$ cat src/rtl/pe_command_issuer.sv
// rtl/pe_command_issuer.sv - Sequences kernel loads, neuron broadcast and compute commands to a PE array.
module pe_command_issuer #(
   parameter int depth  = 2,
   parameter int A      = 7,
   parameter int CTR_IP = 2,
   parameter int D      = (1 << depth),
   parameter int W      = 16
) (
   input  logic              CLK,
   input  logic              RSTN,
   input  logic              start,
   input  logic [A-1:0]      kernelCount,
   input  logic [A-1:0]      neuronCount,
   input  logic [A-1:0]      computeCycles,
   input  logic [W-1:0]      inData,
   input  logic              inValid,
   output logic              inReady,
   output logic [CTR_IP-1:0] controlSignal,
   output logic [W-1:0]      peData,
   output logic [D-1:0]      peSelect,
   output logic              busy,
   output logic              done
);

   typedef enum logic [2:0] {
      S_IDLE,
      S_LOAD_K,
      S_LOAD_N,
      S_COMPUTE,
      S_DONE
   } state_t;

   localparam logic [CTR_IP-1:0] CMD_IDLE    = CTR_IP'(0);
   localparam logic [CTR_IP-1:0] CMD_KERNEL  = CTR_IP'(1);
   localparam logic [CTR_IP-1:0] CMD_NEURON  = CTR_IP'(2);
   localparam logic [CTR_IP-1:0] CMD_COMPUTE = CTR_IP'(3);
   localparam logic [depth-1:0]  PE_LAST     = depth'(D - 1);

   state_t              r_state;
   logic [A-1:0]        r_k;
   logic [A-1:0]        r_n;
   logic [A-1:0]        r_c;
   logic [A-1:0]        r_word_cnt;
   logic [depth-1:0]    r_pe_cnt;
   logic [CTR_IP-1:0]   r_ctrl;
   logic [W-1:0]        r_data;
   logic [D-1:0]        r_sel;

   state_t              w_next;
   state_t              w_first;
   state_t              w_after_k;
   state_t              w_after_n;
   logic [A-1:0]        w_word_nxt;
   logic [depth-1:0]    w_pe_nxt;
   logic [CTR_IP-1:0]   w_ctrl_nxt;
   logic [W-1:0]        w_data_nxt;
   logic [D-1:0]        w_sel_nxt;
   logic                w_xfer;

   assign inReady       = (r_state == S_LOAD_K) || (r_state == S_LOAD_N);
   assign w_xfer        = inValid && inReady;
   assign busy          = (r_state != S_IDLE);
   assign done          = (r_state == S_DONE);
   assign controlSignal = r_ctrl;
   assign peData        = r_data;
   assign peSelect      = r_sel;

   // Phases with a zero count are skipped entirely.
   assign w_first   = (kernelCount   != '0) ? S_LOAD_K  :
                      (neuronCount   != '0) ? S_LOAD_N  :
                      (computeCycles != '0) ? S_COMPUTE : S_DONE;
   assign w_after_k = (r_n != '0) ? S_LOAD_N  :
                      (r_c != '0) ? S_COMPUTE : S_DONE;
   assign w_after_n = (r_c != '0) ? S_COMPUTE : S_DONE;

   always_comb begin
      w_next     = r_state;
      w_word_nxt = r_word_cnt;
      w_pe_nxt   = r_pe_cnt;
      w_ctrl_nxt = CMD_IDLE;
      w_sel_nxt  = '0;
      w_data_nxt = r_data;
      unique case (r_state)
         S_IDLE: begin
            if (start) begin
               w_next     = w_first;
               w_word_nxt = '0;
               w_pe_nxt   = '0;
            end
         end
         S_LOAD_K: begin
            if (w_xfer) begin
               w_ctrl_nxt = CMD_KERNEL;
               w_sel_nxt  = D'(1) << r_pe_cnt;
               w_data_nxt = inData;
               if (r_word_cnt == r_k - A'(1)) begin
                  w_word_nxt = '0;
                  if (r_pe_cnt == PE_LAST) begin
                     w_pe_nxt = '0;
                     w_next   = w_after_k;
                  end else begin
                     w_pe_nxt = r_pe_cnt + depth'(1);
                  end
               end else begin
                  w_word_nxt = r_word_cnt + A'(1);
               end
            end
         end
         S_LOAD_N: begin
            if (w_xfer) begin
               w_ctrl_nxt = CMD_NEURON;
               w_sel_nxt  = '1;
               w_data_nxt = inData;
               if (r_word_cnt == r_n - A'(1)) begin
                  w_word_nxt = '0;
                  w_next     = w_after_n;
               end else begin
                  w_word_nxt = r_word_cnt + A'(1);
               end
            end
         end
         S_COMPUTE: begin
            w_ctrl_nxt = CMD_COMPUTE;
            w_sel_nxt  = '1;
            if (r_word_cnt == r_c - A'(1)) begin
               w_word_nxt = '0;
               w_next     = S_DONE;
            end else begin
               w_word_nxt = r_word_cnt + A'(1);
            end
         end
         S_DONE:  w_next = S_IDLE;
         default: w_next = S_IDLE;
      endcase
   end

   always_ff @(posedge CLK or negedge RSTN) begin
      if (!RSTN) begin
         r_state    <= S_IDLE;
         r_k        <= '0;
         r_n        <= '0;
         r_c        <= '0;
         r_word_cnt <= '0;
         r_pe_cnt   <= '0;
         r_ctrl     <= CMD_IDLE;
         r_data     <= '0;
         r_sel      <= '0;
      end else begin
         r_state    <= w_next;
         r_word_cnt <= w_word_nxt;
         r_pe_cnt   <= w_pe_nxt;
         r_ctrl     <= w_ctrl_nxt;
         r_data     <= w_data_nxt;
         r_sel      <= w_sel_nxt;
         if (r_state == S_IDLE && start) begin
            r_k <= kernelCount;
            r_n <= neuronCount;
            r_c <= computeCycles;
         end
      end
   end

endmodule

$ cat config.mk
export PLATFORM = sky130hd
export DESIGN_NAME = pe_command_issuer
export DESIGN_NICKNAME = d
export VERILOG_FILES = /design/src/rtl/pe_command_issuer.sv
export SDC_FILE = /design/constraint.sdc
export NUM_CORES = 1
export LEC_CHECK = 0
export CAP_MARGIN = 20
export CELL_PAD_IN_SITES_DETAIL_PLACEMENT = 0
export CELL_PAD_IN_SITES_GLOBAL_PLACEMENT = 1
export CORE_MARGIN = 3
export CORE_UTILIZATION = 39
export CTS_CLUSTER_DIAMETER = 80
export DETAILED_ROUTE_END_ITERATION = 16
export PLACE_DENSITY = 0.79
export SLEW_MARGIN = 20
export SYNTH_ARGS = -nofsm -noshare
export SYNTH_HDL_FRONTEND = slang
export SYNTH_SLANG_ARGS = --single-unit
$ cat constraint.sdc
create_clock -name CLK -period 3.45 [get_ports CLK]
set_clock_uncertainty 0.2 [all_clocks]
set_input_delay 1.035 -clock CLK [delete_from_list [all_inputs] [get_ports CLK]]
set_output_delay 1.035 -clock CLK [all_outputs]
set_load 0.02 [all_outputs]
**Yosys cells after proc, flatten, opt, wreduce, memory -nomap -nowiden**

Index checks and enable logic that the tools add are counted.

- Muxes and demuxes: 31
- Shift operators: 1
- Add/subtract/negate cells: 5
- Reduce and logical (&&, ||, !) cells: 17
- Equality and inequality tests: 15

Operators with widths:

| operator | count |
|---|---|
| $mux 7 | 6 |
| $mux 3 | 12 |
| $reduce_bool 7->1 | 5 |
| $pmux 7 s4 | 1 |
| $eq 7x7->1 | 3 |
| $sub 7x1->7 const B | 3 |
| $pmux 3 s4 | 1 |
| $pmux 4 s3 | 1 |
| $mux 2 | 5 |
| $mux 4 | 2 |
| $ne 2x2->1 const B | 4 |
| $reduce_and 4->1 | 2 |
| $add 7x1->7 const B | 1 |
| $reduce_and 7->1 | 1 |
| $eq 3x2->1 const B | 2 |
| $ne 2x1->1 const B | 3 |
| $pmux 2 s3 | 1 |
| $pmux 2 s2 | 1 |
| $reduce_bool 4->1 | 1 |
| $shl 1x2->4 const A | 1 |
| $eq 3x1->1 const B | 1 |
| $eq 3x3->1 const B | 1 |
| $logic_not 3->1 | 1 |
| $reduce_bool 3->1 | 1 |
| 8 further kinds | 9 |

- Output and inout port bits: 25
- Flip-flop bits (word level): 55

**Depth between registers and ports, before layout**

- Depth after elaboration: 7
- Depth in mapped cells: 9

**Least setup slack after synthesis**

No wires, ideal clock.

- Kind: register -> register
- Start: register r_k[0]
- End: register r_state[0]
- Arrival time: 2331 ps
- Stages on the path, launching flop included: 10
- Slack: 794 ps
- Data required time: 3125 ps
- Buffers on the path: 0
- Period minus slack after synthesis: 2656 ps
- Path through: dfrtp_1 > inv_1 > ha_1 > or3b_4 > nor3_4 > xnor2_1 > a2111oi_4 > nor2_2 > or3_4 > mux2_4

- Cells in the longest elaborated chain, start to end: 4

RTL lines:

| item | RTL line | RTL |
|---|---|---|
| from (decl) | 40 | `logic [A-1:0] r_k;` |
| from (signal assigned) | 156 | `r_k <= kernelCount;` |
| $sub 7x1->7 | 96 | `if (r_word_cnt == r_k - A'(1)) begin` |
| $eq 7x7->1 | 96 |  |
| $ne 2x1->1 (no source line) | -- |  |
| $reduce_and 7->1 (no source line) | -- |  |
| to (signal assigned) | 149 | `r_state <= w_next;` |
| to (decl) | 39 | `state_t r_state;` |

Every way passes these cells.
A chain may end at the register's enable or synchronous reset.

**Final worst setup path**

- Start: register r_state[2]
- End: output port busy

- Cells in the longest elaborated chain, start to end: 1

RTL lines:

| item | RTL line | RTL |
|---|---|---|
| $reduce_bool 3->1 | 62 | `assign busy = (r_state != S_IDLE);` |
| to (decl) | 21 | `output logic busy,` |

Every way passes these cells.

==> out/results.ini <==
[worst_setup_path]
crit_path_start_kind=register
reg2regPathDepth=9
regToRegStartpoint=r_k[0]
crit_path_max_fo=12
setup.worst_path.end_class=output port
timing.reg2reg.setup_slack_ns=0.57
data_arrival_critical_path_ns=1.82
required_ns=2.21
worstReg2RegEnd=r_word_cnt[3]
criticalPathCategory=reg -> out

[route]
vias_post_dr=2409
avgViaCountPerCell=5.23
routed_wirelength_mm=6.85
drt_iter0_markers=117
antenna_violating_nets_left=0
routed_wirelength_normalized_by_instance_count_um=14.9
drtPass1Iterations=4
final_routed_drc_violation_total=0

[placement]
post-dp-hpwl_mm=5.27
placement.cell_area_mm2=0.00388
port_buffers=65
globalplace.congestion=0.833
detailedPlace.worstSlack_ns=0.384

[cells_and_area]
post_route_cells_drive_above_1_share_pct=18.2
mostFrequentLayoutCell=sky130_fd_sc_hd__clkdlybuf4s50_1
areaGrowthSynthToFinish_pct=27.9
final_util_pct=53.1
commonest_non_fill_non_tap_cells_in_the_layout=64 x sky130_fd_sc_hd__clkdlybuf4s50_1, 55 x sky130_fd_sc_hd__dfrtp_1, 31 x sky130_fd_sc_hd__mux2_2, 25 x sky130_fd_sc_hd__nand2_1, 21 x sky130_fd_sc_hd__xnor2_1
num_antenna_cells=0
final_nets=411
fillcell_total=658
finalInstanceArea_mm2=0.00398

[synthesis]
synth_xor_area_share_pct=7.33
syn_area_per_cell_um2=10.4
synthDominantCellAreaShare_pct=44.3
netlist_top_cells_area=sky130_fd_sc_hd__dfrtp_1 44%, sky130_fd_sc_hd__mux2_2 11%, sky130_fd_sc_hd__xnor2_1 5.9%
synth_top_area_cell=sky130_fd_sc_hd__dfrtp_1
synthMuxAreaShare_pct=12.5
yosys_warnings=0
synth_top_family_by_area=simple AND/OR/NAND/NOR gates
postSynthRegisterBits=55
synth_simple_gate_area_share_pct=16.2
most_common_flop_cell_mapped_by_yosys=sky130_fd_sc_hd__dfrtp_1
yosys.area_share.adder_pct=3.62
synth-async-reset-ratio_pct=100
post_synth_edffs=0
syn-num-nets=348
synth_sequential_area_ratio_pct=44.3
synth_compound_area_share_pct=12.3
synth.cell_area_mm2=0.00311
postSynthCellCount=298
post_synth_num_cell_types=56

[timing]
slew-limit-headroom_pct=58.2
final-setup-viol-count=0
layout_worst_path_cycle_share_pct=88.5
final.setup.worst_slack_ns=0.397
worstMarginPinSlew_ns=0.627
final_hold_violation_count=0
max_freq_mhz=328
grt_setup_unrepaired=no
timing.setup.tns_ns=0
final-max-slew-violation-count=0
min_period_ns=3.05

[global_routing]
met1_usage_pct=21.1
grt_pass1_vias=2455
grt_overflow_total=0
antenna_found_initial=0
met2_usage_pct=27.4
globalRoute.busiestLayer=met2
track_usage_pct=16.3
largest_net_degree_at_the_start_of_global_routing=30
met3_usage_pct=3.08
grt_pass1_wl_mm=11.5

[status]
result_of_the_run=finished, final reports clean

[clock_network]
clk_latency_ns=0.31
clock_tree.buffer_depth=2
cts_made_buffers=5
post_cts.repair.setup_buffers=0
cts-resized-gates=0
clk_transition_reported_paths_ns=0.10
cts_hold_buf=0
clock_sinks=55
cts-htree-levels=2
tritoncts=built
cts_root_buf=sky130_fd_sc_hd__clkbuf_8

[power]
p_comb_share_pct=54.5
total_leakage_power_nw=1.57
total_switching_power_mw=1.41
power.share.clock_pct=10.8
power_report.internal_total_mw=2.10
power.sequential.fraction_pct=34.7
totalPowerFinal_mw=3.51
vdd.ir_drop.worst_uv=342
power_density_mw_per_mm2=882
power_switching_share_pct=40.1

[die]
width_of_the_chip_um=95.3
initial_utilization_pct=41.5
chipHeight_um=95.3
design.die.area_mm2=0.00908
floorplan.io_pins=66
coreArea_mm2=0.00749
rows=31

[worst_hold_path]
min_path_type=reg -> reg
worstHoldStart=peData[2]
hold-path-cell-count=1
whs_endpoint=peData[2]

[job]
cap_violations=0

worst max-delay path by stage:
stage,start,endpoint,cells after the start
after detailed placement,inValid,r_word_cnt[3],6
final,r_state[2],busy,2
after CTS,r_state[2],busy,2
after floorplan,r_k[0],r_state[0],9
after global routing,r_state[2],busy,2
after global placement,inValid,r_word_cnt[2],6
power groups by stage:
stage          clock network (mW)  logic (mW)  registers (mW)
6_report                    0.377        1.91            1.22
5_1_grt                     0.417        2.10            1.26
4_1_cts                     0.392        1.93            1.22
3_5_place_dp                    0        1.93            1.23
3_3_place_gp                    0        1.91            1.22
2_1_floorplan                   0        1.21            1.30
metrics by stage:
step	hold slack, ns	cells
6_report	0.313	461
5_1_grt	0.340	461
4_1_cts	0.318	461
3_5_place_dp	0.294	453
3_3_place_gp	0.288	453
2_1_floorplan	0.302	298
sequential cells by signal, summed over array words and instances, names as in the netlist:
name,flops
peData,16
r_state,3
peSelect,4
r_c,7
r_k,7
r_word_cnt,7
r_n,7
r_pe_cnt,2
controlSignal,2
kinds of logic (layout without fill, tap and decap cells):
family / after synthesis / after routing
AND/OR/NAND/NOR: 91 / 91
flip-flops: 55 / 55
AO/OA/AOI/OAI: 53 / 53
multiplexers: 34 / 34
buffers and inverters: 30 / 94
XOR/XNOR: 26 / 26
adder cells (fa/ha/maj): 9 / 9
layer usage:
layer	vias to the layer above	wire [µm]
met2	39	3510
met4	0	110
li1	1189	-
met1	1173	2990
met3	8	240
met5	-	0
critical path, stage by stage (launching register included):
cell and delay [ns]:
sky130_fd_sc_hd__dfrtp_1 0.51, sky130_fd_sc_hd__or3_1 0.42, sky130_fd_sc_hd__clkdlybuf4s50_1 0.58
synth_stat cells, drive strengths merged (2+ instances only):
master	count
nor4	5
nand3	4
o31ai	2
a31oi	2
a21oi	4
a211oi	2
a2111oi	3
dfrtp	55
o22ai	2
nor3	16
xor2	5
xnor2	21
nand2b	3
nor2	13
nor2b	3
or2	3
or3	6
mux2	33
ha	9
buf	4
o21ai	19
o32ai	6
clkbuf	12
a31o	4
inv	14
or2b	2
and3b	2
and3	2
nand2	25
layout make-up:
type | count | area (µm²) | share of cell area (%)
multi-input combinational | 213 | 1620 | 40.7
sequential | 55 | 1380 | 34.6
timing repair buffer | 72 | 711 | 17.9
tap | 99 | 124 | 3.12
clock buffer | 7 | 86.3 | 2.17
inverter | 14 | 52.6 | 1.32
clock inverter | 1 | 8.76 | 0.220
Power figures use the tool's default switching activity.
